$ cat src/rtl/uart_tx_arbiter_pkg.sv
// Shared types and constants for the UART transmit arbiter slice.
package uart_pkg;

  typedef enum logic {
    IDLE   = 1'b0,
    LOCKED = 1'b1
  } state_e;

  localparam int unsigned DEFAULT_NUMBER_OF_BITS = 8;

  function automatic int unsigned wrap_inc(input int unsigned idx, input int unsigned n);
    return (idx + 1 >= n) ? 0 : idx + 1;
  endfunction

endpackage

$ cat src/rtl/uart_tx_arbiter_if.sv
// Byte-stream bus between N requesters and the arbiter feeding one UART transmitter.
interface uart_tx_arbiter_if #(
  parameter int unsigned NUM_REQUESTERS = 4,
  parameter int unsigned NUMBER_OF_BITS = uart_pkg::DEFAULT_NUMBER_OF_BITS
);
  localparam int unsigned GW = $clog2(NUM_REQUESTERS);

  logic [NUM_REQUESTERS-1:0]                     in_valid;
  logic [NUM_REQUESTERS-1:0][NUMBER_OF_BITS-1:0] in_data;
  logic [NUM_REQUESTERS-1:0]                     in_last;
  logic [NUM_REQUESTERS-1:0]                     in_ready;
  logic                                          out_valid;
  logic [NUMBER_OF_BITS-1:0]                     out_data;
  logic                                          out_ready;
  logic [GW-1:0]                                 grant_id;
  logic                                          busy;

  modport master (
    output in_valid, in_data, in_last, out_ready,
    input  in_ready, out_valid, out_data, grant_id, busy
  );

  modport slave (
    input  in_valid, in_data, in_last, out_ready,
    output in_ready, out_valid, out_data, grant_id, busy
  );
endinterface

$ cat src/rtl/uart_tx_arbiter_rr_priority_select.sv
// Combinational round-robin search: first set request at or after start_i, wrapping.
module rr_priority_select #(
  parameter int unsigned N = 4,
  localparam int unsigned W = $clog2(N)
) (
  input  logic [N-1:0] req_i,
  input  logic [W-1:0] start_i,
  output logic         found_o,
  output logic [W-1:0] idx_o
);
  int unsigned cand;

  always_comb begin
    found_o = 1'b0;
    idx_o   = '0;
    cand    = 0;
    for (int unsigned i = 0; i < N; i++) begin
      cand = (32'(start_i) + i) % N;
      if (!found_o && req_i[W'(cand)]) begin
        found_o = 1'b1;
        idx_o   = W'(cand);
      end
    end
  end
endmodule

$ cat src/rtl/uart_tx_arbiter.sv
// Locks one requester's message onto the UART byte stream; round-robin between messages.
// Optional idle-timeout release is built only when UART_TX_ARBITER_TIMEOUT_EN is defined.
module uart_tx_arbiter
  import uart_pkg::*;
#(
  parameter int unsigned NUM_REQUESTERS = 4,
  parameter int unsigned NUMBER_OF_BITS = DEFAULT_NUMBER_OF_BITS,
  parameter int unsigned TIMEOUT_CYCLES = 1024
) (
  input logic              clock,
  input logic              reset,
  uart_tx_arbiter_if.slave bus
);
  localparam int unsigned GW = $clog2(NUM_REQUESTERS);
  typedef logic [GW-1:0] idx_t;

  if (NUM_REQUESTERS < 2 || NUM_REQUESTERS > 8 || TIMEOUT_CYCLES < 2) begin : g_param_check
    $error("uart_tx_arbiter: parameter out of range");
  end

  state_e state_q, state_d;
  idx_t   grant_q, grant_d;
  idx_t   last_q, last_d;
  idx_t   start, win;
  logic   found;
  logic   owner_valid, owner_last, xfer, timeout_hit;

  logic                      out_valid_c;
  logic [NUMBER_OF_BITS-1:0] out_data_c;
  logic [NUM_REQUESTERS-1:0] in_ready_c;

  assign start = idx_t'(wrap_inc(32'(last_q), NUM_REQUESTERS));

  rr_priority_select #(.N(NUM_REQUESTERS)) u_select (
    .req_i   (bus.in_valid),
    .start_i (start),
    .found_o (found),
    .idx_o   (win)
  );

  assign owner_valid = bus.in_valid[grant_q];
  assign owner_last  = bus.in_last[grant_q];

`ifdef UART_TX_ARBITER_TIMEOUT_EN
  localparam int unsigned CW = (TIMEOUT_CYCLES > 2) ? $clog2(TIMEOUT_CYCLES) : 1;
  logic [CW-1:0] idle_cnt_q, idle_cnt_d;

  // Release on the edge where the count would reach TIMEOUT_CYCLES-1, so the
  // bus is free exactly TIMEOUT_CYCLES cycles after the last valid cycle.
  always_comb begin
    idle_cnt_d  = '0;
    timeout_hit = 1'b0;
    if (state_q == LOCKED && !owner_valid) begin
      if (idle_cnt_q == CW'(TIMEOUT_CYCLES - 2)) timeout_hit = 1'b1;
      else                                       idle_cnt_d  = idle_cnt_q + 1'b1;
    end
  end

  always_ff @(posedge clock) begin
    if (!reset) idle_cnt_q <= '0;
    else        idle_cnt_q <= idle_cnt_d;
  end
`else
  assign timeout_hit = 1'b0;
`endif

  always_comb begin
    state_d     = state_q;
    grant_d     = grant_q;
    last_d      = last_q;
    out_valid_c = 1'b0;
    out_data_c  = '0;
    in_ready_c  = '0;
    xfer        = 1'b0;
    unique case (state_q)
      IDLE: begin
        if (found) begin
          state_d = LOCKED;
          grant_d = win;
        end
      end
      LOCKED: begin
        out_valid_c         = owner_valid;
        out_data_c          = bus.in_data[grant_q];
        in_ready_c[grant_q] = bus.out_ready;
        xfer                = owner_valid && bus.out_ready;
        if ((xfer && owner_last) || timeout_hit) begin
          state_d = IDLE;
          last_d  = grant_q;
        end
      end
      default: state_d = IDLE;
    endcase
  end

  always_ff @(posedge clock) begin
    if (!reset) begin
      state_q <= IDLE;
      grant_q <= '0;
      last_q  <= idx_t'(NUM_REQUESTERS - 1);
    end else begin
      state_q <= state_d;
      grant_q <= grant_d;
      last_q  <= last_d;
    end
  end

  assign bus.out_valid = out_valid_c;
  assign bus.out_data  = out_data_c;
  assign bus.in_ready  = in_ready_c;
  assign bus.grant_id  = grant_q;
  assign bus.busy      = (state_q == LOCKED);
endmodule

$ cat src/flat_wrapper.sv
// flat-port wrapper written by rule: the top's interface ports become plain ports
module uart_tx_arbiter_flat import uart_pkg::*;
#(
  parameter int unsigned NUM_REQUESTERS = 4,
  parameter int unsigned NUMBER_OF_BITS = DEFAULT_NUMBER_OF_BITS,
  parameter int unsigned TIMEOUT_CYCLES = 1024
)
  (clock, reset, bus_in_valid, bus_in_data, bus_in_last, bus_out_ready, bus_in_ready, bus_out_valid, bus_out_data, bus_grant_id, bus_busy);
  uart_tx_arbiter_if #(.NUM_REQUESTERS(NUM_REQUESTERS), .NUMBER_OF_BITS(NUMBER_OF_BITS)) bus_i ();
  input logic clock;
  input logic reset;
  input wire logic [$bits(bus_i.in_valid)-1:0] bus_in_valid;
  input wire logic [$bits(bus_i.in_data)-1:0] bus_in_data;
  input wire logic [$bits(bus_i.in_last)-1:0] bus_in_last;
  input wire logic [$bits(bus_i.out_ready)-1:0] bus_out_ready;
  output wire logic [$bits(bus_i.in_ready)-1:0] bus_in_ready;
  output wire logic [$bits(bus_i.out_valid)-1:0] bus_out_valid;
  output wire logic [$bits(bus_i.out_data)-1:0] bus_out_data;
  output wire logic [$bits(bus_i.grant_id)-1:0] bus_grant_id;
  output wire logic [$bits(bus_i.busy)-1:0] bus_busy;
  assign bus_i.in_valid = bus_in_valid;
  assign bus_i.in_data = bus_in_data;
  assign bus_i.in_last = bus_in_last;
  assign bus_i.out_ready = bus_out_ready;
  assign bus_in_ready = bus_i.in_ready;
  assign bus_out_valid = bus_i.out_valid;
  assign bus_out_data = bus_i.out_data;
  assign bus_grant_id = bus_i.grant_id;
  assign bus_busy = bus_i.busy;
  uart_tx_arbiter #(.NUM_REQUESTERS(NUM_REQUESTERS), .NUMBER_OF_BITS(NUMBER_OF_BITS), .TIMEOUT_CYCLES(TIMEOUT_CYCLES)) u_core (.clock(clock), .reset(reset), .bus(bus_i));
endmodule
$ cat config.mk
export PLATFORM = sky130hd
export DESIGN_NAME = uart_tx_arbiter_flat
export DESIGN_NICKNAME = d
export VERILOG_FILES = /design/src/rtl/uart_tx_arbiter_pkg.sv /design/src/rtl/uart_tx_arbiter_if.sv /design/src/rtl/uart_tx_arbiter_rr_priority_select.sv /design/src/rtl/uart_tx_arbiter.sv /design/src/flat_wrapper.sv
export SDC_FILE = /design/constraint.sdc
export NUM_CORES = 1
export LEC_CHECK = 0
export CAP_MARGIN = 40
export CELL_PAD_IN_SITES_DETAIL_PLACEMENT = 1
export CELL_PAD_IN_SITES_GLOBAL_PLACEMENT = 1
export CORE_MARGIN = 1.5
export CORE_UTILIZATION = 45
export CTS_BUF_LIST = sky130_fd_sc_hd__clkbuf_4 sky130_fd_sc_hd__clkbuf_8
export CTS_CLUSTER_DIAMETER = 150
export CTS_CLUSTER_SIZE = 12
export DETAILED_ROUTE_END_ITERATION = 10
export DONT_BUFFER_PORTS = 1
export MAX_ROUTING_LAYER = met4
export PLACE_DENSITY = 0.9
export SYNTH_ARGS = -nofsm -noshare
export SYNTH_HDL_FRONTEND = slang
export SYNTH_HIERARCHICAL = 1
export SYNTH_SLANG_ARGS = --single-unit
$ cat constraint.sdc
create_clock -name clock -period 4.6 [get_ports clock]
set_input_delay 0 -clock clock [delete_from_list [all_inputs] [get_ports clock]]
set_output_delay 0 -clock clock [all_outputs]
set_load 0.05 [all_outputs]
==> results.cfg <==
[power]
pwr_density_cell_nw_per_um2 = 283
power.leakage_nw = 0.278
fin_total_pwr_w = 0.000200
worst_ir_drop_vdd_mv = 0.160

[clock_network]
cts_tree = yes
numCtsBuffers = 3
cts_sinks = 5
htree_levels = 1
clock_latency_ps = 250
root_buffer = clkbuf_4
cts.clk_slew.worst_paths_ps = 50
post_cts_buffers = 0
clk_path_buf_depth = 2

[grt]
grt_max_degree = 15
grt_pass1_wl_mm = 2.52
grt_util_all_layers_pct = 25.5
overflow = 0
grt_pass1_vias = 484
antenna_found_initial = 0

[timing]
clock.fmax_ghz = 0.463
fin_setup_tns_ps = 0
min_period_ps = 2160
tightest_slew_ps = 899
holdWs_ps = 57.0
skew_ps = 10.3
hold_viol = 0
slew_headroom_pct = 39.8
slew_violations = 0
period_share_pct = 47.0
setup_viol = 0
rsz0062_at_grt = false

[placement]
place_congestion = 0.837
io_buffers = 0
place_hpwl_mm = 1.74
dp_cells = 81

[worst_setup_path]
arrival_ps = 2160
critPathCaptureType = primary output
crit_fanout = 10
start_kind = register
crit_type = reg2out
cp.required_ps = 4600
r2r_slack_ps = 2490

[finish]
final_cells = 88
n_antenna_cell = 0
fillers = 158
nets = 118
syn_to_final_growth_pct = 11.5
drive_gt1_share_pct = 21.9

[detailed_routing]
drt_iter0_markers = 15
wl_mm = 2.07
drc_errors = 0
viasPerCell = 6.91
via_count = 608
drtAntennaViolNets = 0
firstDrtPassIters = 4
wl_per_cell_um = 23.5

[synth]
synth_nets = 112
yosys-top-cells-area = mux4_2, dfxtp_1, mux4_1
ys_ff_latch = 5
yosysTopAreaCell = mux4_2
netlist_area_um2 = 633
synth-edff-count = 0
async_flop_share_pct = 0
synth_top_area_share_pct = 21.3
synth_ff_type = dfxtp_1
ys_seq_area_share_pct = 15.8
ys.warnings.count = 6
avgSynthCellArea_um2 = 9.31
synth_commonest_cells = and2_1, nor2_1, inv_1
ys_types = 26
postSynthCellCount = 68

[die]
die_area_um2 = 1640
num_rows = 13
ioPinCount = 59
coreArea_um2 = 1300
die_w_um = 40.5
initial_utilization_pct = 48.7
die_h_um = 40.5

[flow_run]
max-cap-violations = 0

[hold_path]
worstHoldPathType = in2reg

[status]
status = finished, final reports clean
## registers in the layout (all words and copies together) (netlist names)
name	count
u_core/bus.busy	1
u_core/bus.grant_id	2
u_core/last_q	2
## metrics by stage
stage          instance area (µm²)  setup slack, ps  util, %
2_1_floorplan                  633             2700        -
3_5_place_dp                   651             2500     50.0
6_report                       706             2440     54.2
4_1_cts                        691             2430     53.1
3_3_place_gp                   636             2580     48.8
5_1_grt                        706             2370     54.2
## power breakdown
| group | internal (W) | switching, W | leakage [nW] | total (W) |
|---|---|---|---|---|
| combinational | 0.0000298 | 0.0000556 | 0.218 | 0.0000853 |
| sequential | 0.0000464 | 0.00000896 | 0.0411 | 0.0000553 |
| clock | 0.0000388 | 0.0000204 | 0.0184 | 0.0000592 |
| total | 0.000115 | 0.0000849 | 0.278 | 0.000200 |
## repair_timing
| action | in CTS | in global routing |
|---|---|---|
| hold endpoints to repair | 5 | 0 |
| hold buffers | 1 | 0 |
| resized for setup | 0 | 0 |
| setup endpoints to repair | 0 | 0 |
## routing by layer
| metal | track usage [%] | wire [µm] | vias to the layer above |
|---|---|---|---|
| li1 | - | - | 262 |
| met1 | 24.7 | 664 | 293 |
| met2 | 41.7 | 1050 | 47 |
| met3 | 15.6 | 326 | 6 |
| met4 | 8.33 | 27 | 0 |
| met5 | - | 0 | - |
## critical path, stage by stage (launching register included)
cell	delay (ps)
dfxtp_1	580
buf_4	360
mux4_2	580
and2_1	370
## layout make-up
class,count,area (µm²),area share (%)
Inverter,8,30.0,4.26
Sequential cell,5,100,14.2
Tap cell,15,18.8,2.66
Multi-Input combinational cell,51,479,67.9
Clock buffer,4,30.0,4.26
Timing Repair Buffer,5,47.5,6.74
## cells by family after synthesis
kind of cell	Yosys count	share of synthesized area (%)
simple gates	25	21.1
fa+ha+maj	1	1.98
compound gates	12	12.5
buf+inv	12	8.50
mux	13	40.1
flops	5	15.8
## layout by cell type (no fill, tap or decap)
master / instances
and2_1: 9
a221o_1: 1
nand3b_1: 1
o22ai_1: 1
dlygate4sd3_1: 1
a211o_1: 1
and2_4: 1
mux2i_1: 4
mux4_2: 6
inv_1: 7
a21boi_0: 1
nor2_1: 9
dfxtp_1: 5
inv_2: 1
clkbuf_4: 4
nor2b_1: 1
nand3_1: 3
o21ai_0: 2
o211ai_1: 1
buf_4: 3
mux4_1: 3
a21oi_1: 4
nand2b_1: 1
o221ai_1: 1
buf_8: 1
ha_1: 1
## final timing paths
path / from / depth (start not counted) / to
hold reg to reg: u_core/last_q[0] / 2 / u_core/last_q[0]
hold / removal: bus_in_valid[2] / 4 / u_core/bus.busy
setup / recovery: u_core/bus.grant_id[0] / 3 / bus_out_valid
setup reg to reg: u_core/bus.grant_id[0] / 4 / u_core/last_q[1]
(Power assumes the default switching activity.)
